<file path="src/rtl/backlight_pkg.sv">
// Shared types for the backlight scheduler: FSM states, source codes and the
// source priority compare.
package backlight_pkg;

  localparam int SECS_W = 4;

  typedef enum logic [1:0] {
    ST_IDLE = 2'd0,
    ST_ON   = 2'd1,
    ST_FADE = 2'd2
  } state_e;

  typedef enum logic [1:0] {
    SRC_NONE  = 2'd0,
    SRC_BTN   = 2'd1,
    SRC_ALARM = 2'd2,
    SRC_CHIME = 2'd3
  } src_e;

  // Grant priority: alarm > button > chime > none.
  function automatic logic [1:0] src_rank(input src_e s);
    case (s)
      SRC_ALARM: return 2'd3;
      SRC_BTN:   return 2'd2;
      SRC_CHIME: return 2'd1;
      default:   return 2'd0;
    endcase
  endfunction

  function automatic src_e higher_src(input src_e a, input src_e b);
    return (src_rank(b) > src_rank(a)) ? b : a;
  endfunction

endpackage

</file>
<file path="src/rtl/sec_tick_gen.sv">
// One-second prescaler: counts 0..TICK_DIV-1 and pulses tick for one cycle on
// the last count; restart clears the count synchronously.
module sec_tick_gen #(
  parameter int TICK_DIV = 32768
) (
  input  logic clk,
  input  logic reset,
  input  logic restart,
  output logic tick
);

  localparam int CNT_W = $clog2(TICK_DIV);
  localparam logic [CNT_W-1:0] CNT_LAST = CNT_W'(TICK_DIV - 1);

  logic [CNT_W-1:0] cnt_q, cnt_d;

  always_comb begin
    tick = (cnt_q == CNT_LAST);
    if (restart || tick) cnt_d = '0;
    else                 cnt_d = cnt_q + CNT_W'(1);
  end

  always_ff @(posedge clk or negedge reset) begin
    if (!reset) cnt_q <= '0;
    else        cnt_q <= cnt_d;
  end

endmodule

</file>
<file path="src/rtl/backlight_scheduler.sv">
// Fixed-priority backlight arbiter with per-source hold time in seconds.
// Define BACKLIGHT_FADE_EN to add a PWM fade-out phase before the light turns off.
module backlight_scheduler
  import backlight_pkg::*;
#(
  parameter int TICK_DIV   = 32768,
  parameter int BTN_SECS   = 3,
  parameter int ALARM_SECS = 10,
  parameter int CHIME_SECS = 2,
  parameter int FADE_STEP  = 2048
) (
  input  logic              clk,
  input  logic              reset,
  input  logic              btn_backlight,
  input  logic              alarm_req,
  input  logic              chime_req,
  input  logic              inhibit,
  output logic              light,
  output logic [1:0]        active_src,
  output logic [SECS_W-1:0] secs_left
);

  if (TICK_DIV < 2 || TICK_DIV > 65536 || FADE_STEP < 1 ||
      BTN_SECS > 15 || ALARM_SECS > 15 || CHIME_SECS > 15 ||
      BTN_SECS < 0 || ALARM_SECS < 0 || CHIME_SECS < 0) begin : g_bad_param
    $error("backlight_scheduler: parameter out of range");
  end

  state_e             state_q, state_d;
  src_e               src_q, src_d, new_src;
  logic [SECS_W-1:0]  secs_q, secs_d, new_secs;
  logic [2:0]         req_q, req_d, rise;
  logic               armed_q, armed_d;
  logic               light_q, light_d;
  logic               acc_alarm, acc_btn, acc_chime, any_acc, blocked;
  logic               restart, tick;

`ifdef BACKLIGHT_FADE_EN
  localparam int FW = $clog2(FADE_STEP + 1);
  logic [3:0]    duty_q, duty_d, pwm_q, pwm_d;
  logic [FW-1:0] fade_cnt_q, fade_cnt_d;
`endif

  sec_tick_gen #(.TICK_DIV(TICK_DIV)) u_sec_tick (
    .clk     (clk),
    .reset   (reset),
    .restart (restart),
    .tick    (tick)
  );

  always_comb begin
    req_d   = {alarm_req, btn_backlight, chime_req};
    armed_d = 1'b1;
    // First cycle after reset only loads the edge registers, so a level held
    // through reset is never mistaken for a new request.
    rise    = armed_q ? (req_d & ~req_q) : 3'b000;

    acc_alarm = rise[2] && (ALARM_SECS != 0);
    acc_btn   = rise[1] && (BTN_SECS != 0) && !inhibit;
    acc_chime = rise[0] && (CHIME_SECS != 0) && !inhibit;
    any_acc   = acc_alarm || acc_btn || acc_chime;

    new_src  = SRC_NONE;
    new_secs = '0;
    if (acc_chime) begin new_src = SRC_CHIME; new_secs = SECS_W'(CHIME_SECS); end
    if (acc_btn)   begin new_src = SRC_BTN;   new_secs = SECS_W'(BTN_SECS);   end
    if (acc_alarm) begin new_src = SRC_ALARM; new_secs = SECS_W'(ALARM_SECS); end

    blocked = inhibit && (src_q == SRC_BTN || src_q == SRC_CHIME);

    state_d = state_q;
    src_d   = src_q;
    secs_d  = secs_q;
    restart = 1'b0;
`ifdef BACKLIGHT_FADE_EN
    duty_d     = duty_q;
    pwm_d      = pwm_q + 4'd1;
    fade_cnt_d = fade_cnt_q;
`endif

    // In IDLE src_q is NONE and secs_q is 0, so merge-with-current also
    // covers a fresh grant.
    if (any_acc) begin
      state_d = ST_ON;
      restart = 1'b1;
      src_d   = higher_src(src_q, new_src);
      secs_d  = (new_secs > secs_q) ? new_secs : secs_q;
    end else if (state_q != ST_IDLE && blocked) begin
      state_d = ST_IDLE;
      src_d   = SRC_NONE;
      secs_d  = '0;
    end else if (state_q == ST_ON && tick) begin
      if (secs_q > SECS_W'(1)) begin
        secs_d = secs_q - SECS_W'(1);
      end else begin
        secs_d = '0;
`ifdef BACKLIGHT_FADE_EN
        state_d    = ST_FADE;
        duty_d     = 4'd15;
        pwm_d      = 4'd0;
        fade_cnt_d = '0;
`else
        state_d = ST_IDLE;
        src_d   = SRC_NONE;
`endif
      end
    end
`ifdef BACKLIGHT_FADE_EN
    else if (state_q == ST_FADE) begin
      if (fade_cnt_q == FW'(FADE_STEP - 1)) begin
        fade_cnt_d = '0;
        duty_d     = duty_q - 4'd1;
        if (duty_q == 4'd1) begin
          state_d = ST_IDLE;
          src_d   = SRC_NONE;
        end
      end else begin
        fade_cnt_d = fade_cnt_q + FW'(1);
      end
    end
    light_d = (state_d == ST_ON) || (state_d == ST_FADE && pwm_d < duty_d);
`else
    light_d = (state_d == ST_ON);
`endif
  end

  always_ff @(posedge clk or negedge reset) begin
    if (!reset) begin
      state_q <= ST_IDLE;
      src_q   <= SRC_NONE;
      secs_q  <= '0;
      req_q   <= '0;
      armed_q <= 1'b0;
      light_q <= 1'b0;
    end else begin
      state_q <= state_d;
      src_q   <= src_d;
      secs_q  <= secs_d;
      req_q   <= req_d;
      armed_q <= armed_d;
      light_q <= light_d;
    end
  end

`ifdef BACKLIGHT_FADE_EN
  always_ff @(posedge clk or negedge reset) begin
    if (!reset) begin
      duty_q     <= '0;
      pwm_q      <= '0;
      fade_cnt_q <= '0;
    end else begin
      duty_q     <= duty_d;
      pwm_q      <= pwm_d;
      fade_cnt_q <= fade_cnt_d;
    end
  end
`endif

  assign light      = light_q;
  assign active_src = src_q;
  assign secs_left  = secs_q;

endmodule

</file>
<file path="config.mk">
export PLATFORM = sky130hd
export DESIGN_NAME = backlight_scheduler
export DESIGN_NICKNAME = d
export VERILOG_FILES = /design/src/rtl/backlight_pkg.sv /design/src/rtl/sec_tick_gen.sv /design/src/rtl/backlight_scheduler.sv
export SDC_FILE = /design/constraint.sdc
export NUM_CORES = 1
export LEC_CHECK = 0
export ABC_AREA = 0
export ABC_CLOCK_PERIOD_IN_PS = 5400
export CORE_MARGIN = 5
export CORE_UTILIZATION = 45
export CTS_CLUSTER_DIAMETER = 200
export DETAILED_ROUTE_END_ITERATION = 8
export GPL_TIMING_DRIVEN = 0
export SETUP_SLACK_MARGIN = 0.5
export SYNTH_ARGS = -nofsm -noshare
export SYNTH_HDL_FRONTEND = slang
export SYNTH_SLANG_ARGS = --single-unit
export TNS_END_PERCENT = 20
</file>
<file path="constraint.sdc">
create_clock -name clk -period 5.4 [get_ports clk]
set_input_delay 1.62 -clock clk [delete_from_list [all_inputs] [get_ports clk]]
set_output_delay 1.62 -clock clk [all_outputs]
set_load 0.005 [all_outputs]
</file>
* Word level (Yosys, flattened, before mapping)
Index checks and enable logic that the tools add are counted.
** Cells by class
- Add/sub/neg operators :: 2
- Magnitude comparators :: 3
- Eq/ne operators :: 12
- Mux-type cells :: 27
- Bitwise operators :: 2
- Reduce and logical (&&, ||, !) cells :: 14
** Operator list (count)
- 2-bit 2-to-1 mux :: 16
- 4-bit 2-to-1 mux :: 6
- 15-bit by 1-bit adder with 15-bit output, second input constant :: 1
- 15-bit equality test, second input constant :: 1
- 15-bit 2-to-1 mux :: 1
- 2-bit case mux with 3 select lines :: 2
- 2-bit by 1-bit equality test with 1-bit output, second input constant :: 4
- 2-bit equality test, second input constant :: 4
- 1-bit logical AND :: 5
- 4-bit by 1-bit > comparator with 1-bit output, second input constant :: 1
- 4-bit > comparator :: 1
- 1-bit logical OR :: 4
- 2-bit by 1-bit != test with 1-bit output, second input constant :: 2
- 4-bit by 1-bit subtractor with 4-bit output, second input constant :: 1
- 3-bit AND :: 1
- 3-bit 2-to-1 mux :: 1
- 3-bit != test, second input constant :: 1
- 3-bit NOT :: 1
- 3-bit AND reduction :: 1
- 3-bit nonzero test :: 1
- 2-bit > comparator :: 1
- 2-bit AND reduction :: 1
- 2-bit nonzero test :: 1
- 1-bit logical NOT :: 1
- 1-bit 2-to-1 mux :: 1
** Storage, ports and cells
- Bits in registers :: 28
- Bits of input ports :: 6
- Output and inout bits :: 7
- Word-level logic and storage cells :: 67

* Depth between registers and ports, before layout
- Word-level depth :: 13
- Mapped depth :: 10
- Depth with buffers taken out :: 10

* Modules after synthesis
A second synthesis with hierarchy kept.
** Second synthesis, totals
- Cells, all modules :: 163
- Area, all modules :: 1695.4 um^2
** By module, submodules not included
- backlight_scheduler :: instances 1, cells each 93, area an instance 939.7 um^2, seq. area each 325.3 um^2
- sec_tick_gen :: instances 1, cells each 70, area an instance 755.7 um^2, seq. area each 375.4 um^2

* Worst setup path before layout
OpenSTA, ideal clock, no wires.
- Path kind :: input-to-reg
- Start point :: in alarm_req
- End point :: reg secs_q[3] (netlist: secs_left[3])
- Data arrival time :: 3.257 ns
- Required time :: 5.275 ns
- Path slack :: 2.018 ns
- Stages on the path :: 10
- Buffers on the path :: 0
- Cells stage by stage :: nand3b_1 > inv_1 > nor2_1 > inv_1 > ha_1 > nor2b_1 > nor3_1 > o22ai_1 > o21ai_2 > mux2_4
** On the way
- Cells in the longest elaborated chain, start to end :: 6
- Elaborated cells between the ends (all ways) :: 11
** Ends and longest elaborated chain
- from (decl) :: line backlight_scheduler.sv:15 : input logic alarm_req,
- 3-bit AND (*) :: line backlight_scheduler.sv:56 : rise = armed_q ? (req_d & ~req_q) : 3'b000;
- 3-bit 2-to-1 mux (*) :: line backlight_scheduler.sv:56
- 4-bit 2-to-1 mux / 1-bit logical OR (equally long branches) :: line backlight_scheduler.sv:67, backlight_scheduler.sv:61
- 4-bit > comparator / 1-bit logical OR (equally long branches) :: line backlight_scheduler.sv:87, backlight_scheduler.sv:61
- 2-bit by 1-bit != test with 1-bit output (no source line) / 3-bit nonzero test (equally long branches)
- 2-bit AND reduction (no source line)
- to (signal assigned) :: line backlight_scheduler.sv:138 : secs_q <= secs_d;
- to (decl) :: line backlight_scheduler.sv:31 : logic [SECS_W-1:0] secs_q, secs_d, new_secs;
Mark *: on every way between the ends. The rest lies on a longest branch, timed or not. The select of a mux whose other input is x is not followed.
A chain may end at the register's enable or synchronous reset.

* Final worst setup path
Same ends and word-level chain as after synthesis.

==> run metrics <==
Power Internal 426.7 uW; PostCTS Resize Cnt 0; Antenna diodes 0; Post-Synthesis Cells 164; Final Power 664.5 uW; detailed-route via count 1158; critical path startpoint category primary input; EDFF count, synth 0; worst r2r src armed_q; Max Slew Vio Count 0; initial antenna violation count 0; Slowest-stage cell, CP clkdlybuf4s50_1; most used cell, CP inv_1; fin util 53.01%; Crit Path Category primary input to flop; slowest stage delay, CP 0.42 ns; r2r endpoint secs_left[3]; mux cell area share after synthesis 2.206%; Final min period 3.877 ns; hpwl dp 2.272 mm; CTS H-tree depth 1; Lkg Pwr 0.8259 nW; most common cell in the netlist dfrtp_1; Synth area leaders dfrtp_1 44%, ha_1 9.5%, nor2_1 5.4%; final setup vio count 0; hold_buf cts 0; GRT Total Usage 13.21%; CP endpoint kind flop; dpl cell area 1765 sq um; crit path max fanout 7; setup slack on the worst flop-to-flop path 2.84 ns; run status finished, final reports clean; vias in the first global route 1184; mapped cell area 1588 sq um; nets 199; Yosys reg bits 28; CTS tree yes; Initial Utilization 46.84%; unrepaired setup endpoints after global routing false; Worst Max-Slew Pin Slew 0.6295 ns; Final Worst Setup Slack 1.523 ns; Synth Area in Adders 9.456%; Flop pwr share 43.2%; worst-case reg-to-reg path depth 10; Top FF cell, synth dfrtp_1; Tightest Hold Check Type flop to flop; P_sw 237.8 uW; clock sinks 28; Finished Cell Area 1797 sq um; CTS clk-pin slew, worst paths 0.16 ns; Max-Cap Viols 0; ys async rst share 100.0%; max layer used met4; routability congestion estimate 0.8026; headroom to the max-slew limit 58.04%; Placeable Area 3390 sq um; critical path cell sequence clkdlybuf4s50_1 -> nand3b_1 -> inv_1 -> nor2_1 -> inv_1 -> ha_1 -> nor2b_1 -> nor3_1 -> o22ai_1 -> o21ai_2 -> mux2_4; pre-CTS setup slack 1.187 ns; final setup TNS 0 ns; share of layout cells above drive strength 1 6.111%; area grow syn2layout 13.16%; IO Count 13; Final period util 71.80%; clock power share 16.0%; DRT iter0 DRCs 51; Die Area 4816 sq um; worst path buffer plus inverter count 3; Net Count, Synth 182; DR WL/cell 13.39 um; clock root buffer clkbuf_4; post-synthesis compound-gate area fraction 10.32%; Detailed Routing Iterations Pass 1 4; drt drc 0; largest net degree at the start of global routing 29; Post-CTS Setup Bufs 0; Distinct cells, synth 36; final hold vios 0; clk buf depth 2; Worst Hold Path Cells 1; final hold slack 0.5029 ns; final WL 3.027 mm; total CTS buffers 3; register area share after synthesis 44.13%; Rows 21; VDD IR max 0.2069 mV; post-synthesis simple-gate area fraction 22.54%; hold path start u_sec_tick.cnt_q[0]; IO Port Bufs 12; WP data arrival 4.12 ns; combinational family with the most area after synthesis simple AND/OR/NAND/NOR gates; Max Freq 0.2579 GHz; clock latency at the later pin of the worst-skew pair 0.33 ns; Placed Cells 222; Non-Filler Instances 226; vias per cell 5.124; most instantiated cells after synthesis 28 x dfrtp_1, 23 x nor2_1, 13 x inv_1, 12 x ha_1, 10 x nand2_1; PD cells 369.8 nW/um^2; Min-Delay Endpoint u_sec_tick.cnt_q[0]; cell taking the most area after synthesis dfrtp_1; Syn Area/Cell 9.682 sq um; Worst EP required 5.64 ns; Synth Area in XOR/XNOR 7.723%; GRT overflow 0; YS warnings 0; Die Wd 69.40 um; Sw Share 35.79%; Die Y 69.40 um; wire length on met2 1.357 mm; antenna viol nets, final 0; global-route wire length before repair 5.230 mm; Worst Skew 0.002444 ns; power share of the combinational group 40.8%; Met1 Routed Length 1.547 mm; Yosys top cell area share 44.13%; Detail Route met3 WL 84 um; CP top delay family simple AND/OR/NAND/NOR gates
## power by group through the flow
stage	Clock [mW]	Sequential (mW)	Combinational, mW
after floorplan	0	0.285	0.181
after global placement	0	0.289	0.264
after detailed placement	0	0.292	0.274
after CTS	0.110	0.287	0.275
after global routing	0.118	0.293	0.313
final	0.106	0.287	0.271
## layout make-up
cell class	instances	area, sq um
buffer	1	5.005
clock buffer	4	36.28
fill	316	1593
inverter	13	48.80
multi-input combinational	122	833.3
sequential	28	700.7
tap	46	57.56
timing repair buffer	12	115.1
## worst register-to-register path: stages, from the launching register on
cell and delay [ns]:
dfrtp_1 0.40, nand3b_1 0.23, inv_1 0.18, nor2_1 0.33
inv_1 0.14, ha_1 0.31, nor2b_1 0.13, nor3_1 0.06
o22ai_1 0.25, o21ai_2 0.13, mux2_4 0.31
## per-layer routing
metal  vias up  global-route usage, %
met5         -                      0
met4         0                  3.905
met3         5                  2.174
met2        16                  22.03
met1       539                  17.52
li1        598                      -
## state kept, by name (all words and copies together) (netlist names)
name,flops
u_sec_tick.cnt_q,15
secs_left,4
req_q,3
active_src,2
state_q,2
armed_q,1
light,1
## cells by family (layout without fill, tap and decap cells)
kind of cell               Yosys count  after routing
AOI/OAI and AO/OA                   24             24
xor gates and xnor gates            14             14
adders and majority gates           12             12
buffers and inverters               14             30
DFF                                 28             28
muxes                                3              3
other                                1              1
and+or+nand+nor                     68             68
## worst max path at each step
stage                     slack (ns)  depth (start not counted)            to      start
final                           1.52                         11  secs_left[3]  alarm_req
after global routing            1.34                         11  secs_left[3]  alarm_req
after CTS                       1.56                         11  secs_left[3]  alarm_req
after detailed placement        1.19                         11  secs_left[3]  alarm_req
after global placement          1.19                         11  secs_left[3]  alarm_req
after floorplan                 2.02                         10  secs_left[3]  alarm_req
## cells in the final DEF (no fill, tap or decap), types with 6 or more instances in the layout
cell type / n
nor3_1: 6
nor2_1: 23
ha_1: 12
xnor2_1: 7
xor2_1: 7
nand2_1: 10
dfrtp_1: 28
clkdlybuf4s50_1: 11
o21ai_0: 6
inv_1: 13
nand3_1: 7
(Power assumes the default switching activity.)
